`config.mk`:
```
export PLATFORM = sky130hd
export DESIGN_NAME = reindeer_csr_irq_flat
export DESIGN_NICKNAME = d
export VERILOG_FILES = /design/src/rtl/reindeer_csr_irq_if.sv /design/src/rtl/reindeer_csr_irq.sv /design/src/flat_wrapper.sv
export SDC_FILE = /design/constraint.sdc
export NUM_CORES = 1
export LEC_CHECK = 0
export ABC_CLOCK_PERIOD_IN_PS = 2900
export BUFFER_PORTS_ARGS = -buffer_cell sky130_fd_sc_hd__buf_4
export CELL_PAD_IN_SITES_DETAIL_PLACEMENT = 0
export CELL_PAD_IN_SITES_GLOBAL_PLACEMENT = 2
export CORE_ASPECT_RATIO = 0.6
export CORE_MARGIN = 2
export CORE_UTILIZATION = 32
export DETAILED_ROUTE_END_ITERATION = 16
export PLACE_DENSITY_LB_ADDON = 0.1
export SYNTH_ARGS = -nofsm -noshare
export SYNTH_HDL_FRONTEND = slang
export SYNTH_SLANG_ARGS = --single-unit
```
`constraint.sdc`:
```
create_clock -name clk -period 2.9 [get_ports clk]
set_clock_uncertainty 0.15 [all_clocks]
set_input_delay 0.58 -clock clk [delete_from_list [all_inputs] [get_ports clk]]
set_output_delay 0.58 -clock clk [all_outputs]
set_load 0.01 [all_outputs]
```
`src/rtl/reindeer_csr_irq_if.sv`:
```
// CSR access bus between the pipeline (master) and the CSR unit (slave).
interface reindeer_csr_irq_if;
  logic        read_enable;
  logic [11:0] read_addr;
  logic        read_en_out;
  logic [31:0] read_data_out;
  logic        write_enable;
  logic [11:0] write_addr;
  logic [31:0] write_data_in;

  modport master (
    output read_enable, read_addr, write_enable, write_addr, write_data_in,
    input  read_en_out, read_data_out
  );

  modport slave (
    input  read_enable, read_addr, write_enable, write_addr, write_data_in,
    output read_en_out, read_data_out
  );
endinterface

```
`src/rtl/reindeer_csr_irq.sv`:
```
// Machine-mode CSR unit: counters, trap/mret stacking, local interrupt bank
// and registered interrupt request with fixed priority.
// Optional macro CSR_VECTORED_MTVEC_EN enables vectored mtvec mode.
module reindeer_csr_irq #(
  parameter int          NUM_LOCAL_IRQ = 4,
  parameter int          COUNTER_WIDTH = 64,
  parameter logic [31:0] HART_ID       = 32'h0,
  localparam int         LW = (NUM_LOCAL_IRQ > 0) ? NUM_LOCAL_IRQ : 1
) (
  input  logic                   clk,
  input  logic                   sync_reset,
  input  logic                   exe_enable,
  reindeer_csr_irq_if.slave      bus,
  input  logic                   timer_triggered,
  input  logic                   ext_int_triggered,
  input  logic [LW-1:0]          local_irq,
  input  logic                   csr_mret_active,
  input  logic                   activate_exception,
  input  logic                   is_interrupt,
  input  logic [4:0]             exception_code,
  input  logic [31:0]            exception_PC,
  input  logic [31:0]            exception_addr,
  output logic                   irq_req,
  output logic [4:0]             irq_code,
  output logic [31:0]            trap_target,
  output logic [31:0]            mepc_out,
  output logic                   illegal_csr
);
  localparam int CW = COUNTER_WIDTH;

  localparam logic [11:0] A_MSTATUS   = 12'h300, A_MISA     = 12'h301,
                          A_MIE       = 12'h304, A_MTVEC    = 12'h305,
                          A_MSCRATCH  = 12'h340, A_MEPC     = 12'h341,
                          A_MCAUSE    = 12'h342, A_MTVAL    = 12'h343,
                          A_MIP       = 12'h344, A_MCYCLE   = 12'hB00,
                          A_MINSTRET  = 12'hB02, A_MCYCLEH  = 12'hB80,
                          A_MINSTRETH = 12'hB82, A_MVENDOR  = 12'hF11,
                          A_MARCHID   = 12'hF12, A_MIMPID   = 12'hF13,
                          A_MHARTID   = 12'hF14;

  localparam logic [31:0] MISA_VAL = 32'h4000_0100;  // RV32I
  localparam logic [31:0] MIE_MASK = 32'h0000_0880 |
                                     (((32'h1 << NUM_LOCAL_IRQ) - 32'h1) << 16);

  function automatic logic csr_known(input logic [11:0] a);
    case (a)
      A_MSTATUS, A_MISA, A_MIE, A_MTVEC, A_MSCRATCH, A_MEPC, A_MCAUSE,
      A_MTVAL, A_MIP, A_MCYCLE, A_MINSTRET, A_MCYCLEH, A_MINSTRETH,
      A_MVENDOR, A_MARCHID, A_MIMPID, A_MHARTID: csr_known = 1'b1;
      default:                                   csr_known = 1'b0;
    endcase
  endfunction

  logic          st_mie, st_mpie;
  logic [31:0]   irq_enable, mtvec, mscratch, mepc, mcause, mtval;
  logic [CW-1:0] mcycle, minstret;
  logic [63:0]   cyc64, ins64;
  logic [31:0]   cyc_shadow, ins_shadow;
  logic          mtip, meip;
  logic [LW-1:0] loc_pend;
  logic [31:0]   mip_val, pend, rdata;
  logic [4:0]    code_n;
  logic          wr;

  // A trap squashes the CSR write of its own cycle; reads still complete.
  assign wr       = bus.write_enable & ~activate_exception;
  assign cyc64    = 64'(mcycle);
  assign ins64    = 64'(minstret);
  assign mepc_out = mepc;

  // Local lines: rising-edge capture; a set beats a clearing write or trap.
  if (NUM_LOCAL_IRQ > 0) begin : g_loc
    for (genvar i = 0; i < NUM_LOCAL_IRQ; i++) begin : g_line
      logic prev, pend_bit, clr;
      assign clr = (wr && bus.write_addr == A_MIP && !bus.write_data_in[16+i]) ||
                   (activate_exception && is_interrupt && exception_code == 5'(16 + i));
      assign loc_pend[i] = pend_bit;
      // Edge history and pending bit for line i.
      always_ff @(posedge clk) begin
        if (sync_reset) begin
          prev     <= 1'b0;
          pend_bit <= 1'b0;
        end else begin
          prev     <= local_irq[i];
          pend_bit <= (local_irq[i] & ~prev) | (pend_bit & ~clr);
        end
      end
    end
  end else begin : g_noloc
    assign loc_pend = '0;
  end

  // Assemble the architectural mip view.
  always_comb begin
    mip_val     = '0;
    mip_val[7]  = mtip;
    mip_val[11] = meip;
    for (int i = 0; i < NUM_LOCAL_IRQ; i++) mip_val[16+i] = loc_pend[i];
  end

  // CSR read mux; values are pre-write since they come straight from state.
  always_comb begin
    rdata = '0;
    case (bus.read_addr)
      A_MSTATUS:   rdata = {19'd0, 2'b11, 3'd0, st_mpie, 3'd0, st_mie, 3'd0};
      A_MISA:      rdata = MISA_VAL;
      A_MIE:       rdata = irq_enable;
      A_MTVEC:     rdata = mtvec;
      A_MSCRATCH:  rdata = mscratch;
      A_MEPC:      rdata = mepc;
      A_MCAUSE:    rdata = mcause;
      A_MTVAL:     rdata = mtval;
      A_MIP:       rdata = mip_val;
      A_MCYCLE:    rdata = cyc64[31:0];
      A_MINSTRET:  rdata = ins64[31:0];
      A_MCYCLEH:   rdata = cyc_shadow;
      A_MINSTRETH: rdata = ins_shadow;
      A_MHARTID:   rdata = HART_ID;
      default:     rdata = '0;
    endcase
  end

  // Read port, upper-half shadows and illegal-access pulse.
  always_ff @(posedge clk) begin
    if (sync_reset) begin
      bus.read_en_out   <= 1'b0;
      bus.read_data_out <= '0;
      cyc_shadow        <= '0;
      ins_shadow        <= '0;
      illegal_csr       <= 1'b0;
    end else begin
      bus.read_en_out <= bus.read_enable;
      if (bus.read_enable) bus.read_data_out <= rdata;
      if (bus.read_enable && bus.read_addr == A_MCYCLE)   cyc_shadow <= cyc64[63:32];
      if (bus.read_enable && bus.read_addr == A_MINSTRET) ins_shadow <= ins64[63:32];
      illegal_csr <= (bus.read_enable  && !csr_known(bus.read_addr)) ||
                     (bus.write_enable && !csr_known(bus.write_addr));
    end
  end

  // Counters: a write to either half replaces that cycle's increment.
  always_ff @(posedge clk) begin
    if (sync_reset) begin
      mcycle   <= '0;
      minstret <= '0;
    end else begin
      if (wr && bus.write_addr == A_MCYCLE)       mcycle <= CW'({cyc64[63:32], bus.write_data_in});
      else if (wr && bus.write_addr == A_MCYCLEH) mcycle <= CW'({bus.write_data_in, cyc64[31:0]});
      else                                        mcycle <= mcycle + CW'(1);
      if (wr && bus.write_addr == A_MINSTRET)       minstret <= CW'({ins64[63:32], bus.write_data_in});
      else if (wr && bus.write_addr == A_MINSTRETH) minstret <= CW'({bus.write_data_in, ins64[31:0]});
      else if (exe_enable)                          minstret <= minstret + CW'(1);
    end
  end

  // mstatus stacking: trap beats mret, mret beats a software write.
  always_ff @(posedge clk) begin
    if (sync_reset) begin
      st_mie  <= 1'b0;
      st_mpie <= 1'b0;
    end else if (activate_exception) begin
      st_mpie <= st_mie;
      st_mie  <= 1'b0;
    end else if (csr_mret_active) begin
      st_mie  <= st_mpie;
      st_mpie <= 1'b1;
    end else if (wr && bus.write_addr == A_MSTATUS) begin
      st_mie  <= bus.write_data_in[3];
      st_mpie <= bus.write_data_in[7];
    end
  end

  // Remaining read/write CSRs and trap capture.
  always_ff @(posedge clk) begin
    if (sync_reset) begin
      irq_enable <= '0;
      mtvec      <= '0;
      mscratch   <= '0;
      mepc       <= '0;
      mcause     <= '0;
      mtval      <= '0;
    end else begin
      if (wr && bus.write_addr == A_MIE)      irq_enable <= bus.write_data_in & MIE_MASK;
      if (wr && bus.write_addr == A_MSCRATCH) mscratch   <= bus.write_data_in;
`ifdef CSR_VECTORED_MTVEC_EN
      if (wr && bus.write_addr == A_MTVEC)
        mtvec <= {bus.write_data_in[31:2], 1'b0, bus.write_data_in[1:0] == 2'b01};
`else
      if (wr && bus.write_addr == A_MTVEC)
        mtvec <= {bus.write_data_in[31:2], 2'b00};
`endif
      if (activate_exception) begin
        mcause <= {is_interrupt, 26'd0, exception_code};
        mepc   <= exception_PC;
        mtval  <= exception_addr;
      end else begin
        if (wr && bus.write_addr == A_MEPC)   mepc   <= {bus.write_data_in[31:2], 2'b00};
        if (wr && bus.write_addr == A_MCAUSE) mcause <= bus.write_data_in;
        if (wr && bus.write_addr == A_MTVAL)  mtval  <= bus.write_data_in;
      end
    end
  end

`ifdef CSR_VECTORED_MTVEC_EN
  assign trap_target = (is_interrupt && mtvec[0])
                     ? {mtvec[31:2], 2'b00} + {25'd0, exception_code, 2'b00}
                     : {mtvec[31:2], 2'b00};
`else
  assign trap_target = {mtvec[31:2], 2'b00};
`endif

  // Fixed priority: MEI, then lowest local line, then MTI.
  always_comb begin
    code_n = 5'd0;
    if (pend[7]) code_n = 5'd7;
    for (int i = NUM_LOCAL_IRQ - 1; i >= 0; i--)
      if (pend[16+i]) code_n = 5'(16 + i);
    if (pend[11]) code_n = 5'd11;
  end

  // Registered pending set and request; a trap cycle forces the request low.
  always_ff @(posedge clk) begin
    if (sync_reset) begin
      mtip     <= 1'b0;
      meip     <= 1'b0;
      pend     <= '0;
      irq_req  <= 1'b0;
      irq_code <= '0;
    end else begin
      mtip     <= timer_triggered;
      meip     <= ext_int_triggered;
      pend     <= mip_val & irq_enable;
      irq_req  <= !activate_exception && st_mie && (|pend);
      irq_code <= (!activate_exception && st_mie && (|pend)) ? code_n : 5'd0;
    end
  end
endmodule

```
`src/flat_wrapper.sv`:
```
// flat-port wrapper written by rule: the top's interface ports become plain ports
module reindeer_csr_irq_flat 
#(
  parameter int          NUM_LOCAL_IRQ = 4,
  parameter int          COUNTER_WIDTH = 64,
  parameter logic [31:0] HART_ID       = 32'h0,
  localparam int         LW = (NUM_LOCAL_IRQ > 0) ? NUM_LOCAL_IRQ : 1
)
  (clk, sync_reset, exe_enable, timer_triggered, ext_int_triggered, local_irq, csr_mret_active, activate_exception, is_interrupt, exception_code, exception_PC, exception_addr, irq_req, irq_code, trap_target, mepc_out, illegal_csr, bus_read_enable, bus_read_addr, bus_write_enable, bus_write_addr, bus_write_data_in, bus_read_en_out, bus_read_data_out);
  reindeer_csr_irq_if bus_i ();
  input  logic clk;
  input  logic sync_reset;
  input  logic exe_enable;
  input  logic timer_triggered;
  input  logic ext_int_triggered;
  input  logic [LW-1:0] local_irq;
  input  logic csr_mret_active;
  input  logic activate_exception;
  input  logic is_interrupt;
  input  logic [4:0] exception_code;
  input  logic [31:0] exception_PC;
  input  logic [31:0] exception_addr;
  output logic irq_req;
  output logic [4:0] irq_code;
  output logic [31:0] trap_target;
  output logic [31:0] mepc_out;
  output logic illegal_csr;
  input wire logic [$bits(bus_i.read_enable)-1:0] bus_read_enable;
  input wire logic [$bits(bus_i.read_addr)-1:0] bus_read_addr;
  input wire logic [$bits(bus_i.write_enable)-1:0] bus_write_enable;
  input wire logic [$bits(bus_i.write_addr)-1:0] bus_write_addr;
  input wire logic [$bits(bus_i.write_data_in)-1:0] bus_write_data_in;
  output wire logic [$bits(bus_i.read_en_out)-1:0] bus_read_en_out;
  output wire logic [$bits(bus_i.read_data_out)-1:0] bus_read_data_out;
  assign bus_i.read_enable = bus_read_enable;
  assign bus_i.read_addr = bus_read_addr;
  assign bus_i.write_enable = bus_write_enable;
  assign bus_i.write_addr = bus_write_addr;
  assign bus_i.write_data_in = bus_write_data_in;
  assign bus_read_en_out = bus_i.read_en_out;
  assign bus_read_data_out = bus_i.read_data_out;
  reindeer_csr_irq #(.NUM_LOCAL_IRQ(NUM_LOCAL_IRQ), .COUNTER_WIDTH(COUNTER_WIDTH), .HART_ID(HART_ID)) u_core (.clk(clk), .sync_reset(sync_reset), .exe_enable(exe_enable), .bus(bus_i), .timer_triggered(timer_triggered), .ext_int_triggered(ext_int_triggered), .local_irq(local_irq), .csr_mret_active(csr_mret_active), .activate_exception(activate_exception), .is_interrupt(is_interrupt), .exception_code(exception_code), .exception_PC(exception_PC), .exception_addr(exception_addr), .irq_req(irq_req), .irq_code(irq_code), .trap_target(trap_target), .mepc_out(mepc_out), .illegal_csr(illegal_csr));
endmodule
```
==> impl_metrics.tcl <==
set metrics [dict create \
    critPathLaunchType "flip-flop" \
    setup_viol 0 \
    crit_required_ps 3280 \
    dpl-instance-area_sq_um 25300 \
    core_region_area_sq_um 65900 \
    critPathLaunch "u_core.cyc64[13]" \
    max-clock-path-buffers 3 \
    yosysTopAreaCellShare_pct 39.1 \
    crit_type "flip-flop to flip-flop" \
    cts_made_buffers 45 \
    grt_setup_unrepaired "false" \
    maxCapViolCount 0 \
    cts_htree_levels 2 \
    clk_pin_slew_ps 70 \
    yosysTopAreaCell "dfxtp_1" \
    finalNetCount 3009 \
    grt_max_degree 142 \
    syn_area_sq_um 21200 \
    grt_pass1_wl_um 156000 \
    track_usage_pct 32.2 \
    die_area_sq_um 68500 \
    multi_input_area_sq_um 12100 \
    hp-class "input port to flip-flop" \
    post_synth_num_cell_types 77 \
    synthFlopType "dfxtp_1" \
    post-cts-setup-buffers 0 \
    p_leak_nw 10.2 \
    async_flop_share_pct 0 \
    clock-sinks 414 \
    status "finished clean" \
    synth_area_leaders "dfxtp_1 (39%), nand2_1 (6.8%), mux2i_1 (6.7%)" \
    fin_util_pct 40.7 \
    max-vdd-ir-drop_mv 0.346 \
    cts_tree "done" \
    min_from "local_irq[3]" \
    row_count 73 \
    first_pass_iters 6 \
    tightest_slew_ps 1020 \
    dp_hpwl_um 83500 \
    synthCells 2570 \
    synth_common_cells "dfxtp_1 (414), nand2_1 (387), nor2_1 (270)" \
    post_cts.resized_instances 0 \
    dr.first_iter.drc_count 2364 \
    synth_enable_flop_cells 0 \
    slew_headroom_pct 31.8 \
    ys.warnings.count 0 \
    holdBufCountCts 0 \
    path_max_fanout 8 \
    finalInstanceArea_sq_um 26800 \
    drc 0 \
    grt_overflow 0 \
    clkLatencyLatePin_ps 610 \
    fmax_ghz 0.366 \
    start_util_pct 32.2 \
    drt-total-wl_um 113000 \
    min_period_ps 2730 \
    cp_data_arrival_time_ps 3110 \
    hold_viol_final 0 \
    setup-tns-final_ps 0 \
    cts-root-buf "clkbuf_16" \
    gp_congestion 0.980 \
    period_share_pct 94.1 \
    vias 21900 \
    worstReg2RegStart "u_core.cyc64[13]" \
    antenna_found_initial 11 \
    die_w_um 336 \
    viasPerCell 5.76 \
    maxSlewViolCount 0 \
    portBuffers 240 \
    worst_setup_path_end_kind "flip-flop" \
    synth_most_common_cell "dfxtp_1" \
    yosysSeqAreaShare_pct 39.1 \
    ys_ff_latch 414 \
    wl_per_cell_um 29.6 \
    die_h_um 203 \
    area_growth_pct 26.5 \
    ant_nets 0 \
    powerDensity_nw_per_um2 492 \
    first_global_vias 20500 \
    drive_gt1_share_pct 23.2 \
    regArea_sq_um 8290 \
    syn_area_per_cell_sq_um 8.26 \
    fillers 6741 \
    ios 243 \
]
-- report_power, final --
group | switching (mW) | internal [mW]
sequential | 0.0823 | 5.76
clock | 2.63 | 3.59
combinational | 0.716 | 0.417
-- worst max-delay path, cell delays in order (launching register included) --
cell and delay, ps:
dfxtp_1 420, nand4_1 230, or4_1 580, buf_4 190, nor3_2 220, buf_4 150, nand3_1 160, or3_1 390
a31oi_1 160
-- cell families (layout without fill, tap and decap cells) --
logic type / count (synthesis) / count (layout) / synth area share, %
adders and majority gates: 2 / 2 / 0.118
other: 1 / 5 / 0.0177
and+or+nand+nor: 1026 / 1026 / 22.8
DFF: 414 / 414 / 39.1
muxes: 245 / 245 / 12.7
AOI/OAI and AO/OA: 564 / 564 / 17.3
buffers and inverters: 236 / 562 / 4.52
xor gates and xnor gates: 82 / 82 / 3.38
-- final timing paths --
kind,slack [ps],cells past startpoint,end
worst min-delay path,30,3,u_core.g_loc.g_line[3].prev
worst max-delay path,170,8,u_core.cyc64[42]
worst min register to register,280,1,u_core.g_loc.g_line[2].pend_bit
worst max register to register,170,8,u_core.cyc64[42]
-- flip-flops by register name, indices dropped and copies added, names as in the netlist, 4 cells and up --
name,flops
u_core.mtvec,30
u_core.g_loc.g_line.prev,4
u_core.mscratch,32
u_core.mtval,32
u_core.cyc_shadow,32
u_core.irq_enable,6
u_core.ins64,64
u_core.mepc_out,32
u_core.cyc64,64
u_core.mcause,32
u_core.ins_shadow,32
u_core.bus.read_data_out,32
u_core.g_loc.g_line.pend_bit,4
u_core.pend,6
u_core.irq_code,5
-- per-layer routing --
layer | part of all wire, % | vias to the layer above | global-route usage (%) | routed length (um)
li1 | - | 9886 | - | -
met1 | 48 | 10800 | 49.0 | 54100
met2 | 38 | 1033 | 42.2 | 43000
met3 | 12 | 131 | 11.0 | 13000
met4 | 2.1 | 4 | 7.91 | 2360
met5 | 0.028 | - | 0 | 31
-- per-stage QoR --
stage          hold WS (ps)  setup slack (ps)  cells  power [mW]
2_1_floorplan           249               137   2571        6.43
5_1_grt                37.5              65.9   3797        13.6
6_report               31.8               170   3800        13.2
3_3_place_gp            263             -82.2   3721        7.07
4_1_cts                7.38               161   3797        13.3
3_5_place_dp            279              -101   3721        7.08
-- cells in the final DEF, fill, tap and decap left out, types with 19 or more instances in the layout --
cell	synthesis	routed
a211oi_1	75	75
and3_1	43	43
nand3_1	65	64
mux2i_1	142	142
buf_4	3	438
dfxtp_1	414	414
buf_12	0	23
inv_1	23	23
clkbuf_16	0	47
and2_1	19	19
nand2_1	387	386
nor3_1	52	50
a22o_1	26	26
xor2_1	39	39
mux2_2	89	89
o22ai_1	19	19
nor4_1	23	20
a221oi_1	22	22
and4_1	20	20
a21oi_1	182	182
o21ai_0	94	94
or3_1	20	19
a31oi_1	20	20
xnor2_1	43	43
a22oi_1	46	46
nor2_1	270	267
nand4_1	64	64
-- final cells by class --
cell class,instances,area share [%]
tap,900,4.19
clock inverter,13,0.732
inverter,24,0.336
timing repair buffer,462,14.0
clock buffer,63,4.90
antenna,3,0.0280
sequential,414,30.9
multi-input combinational,1921,44.9
Power figures use the tool's default switching activity.
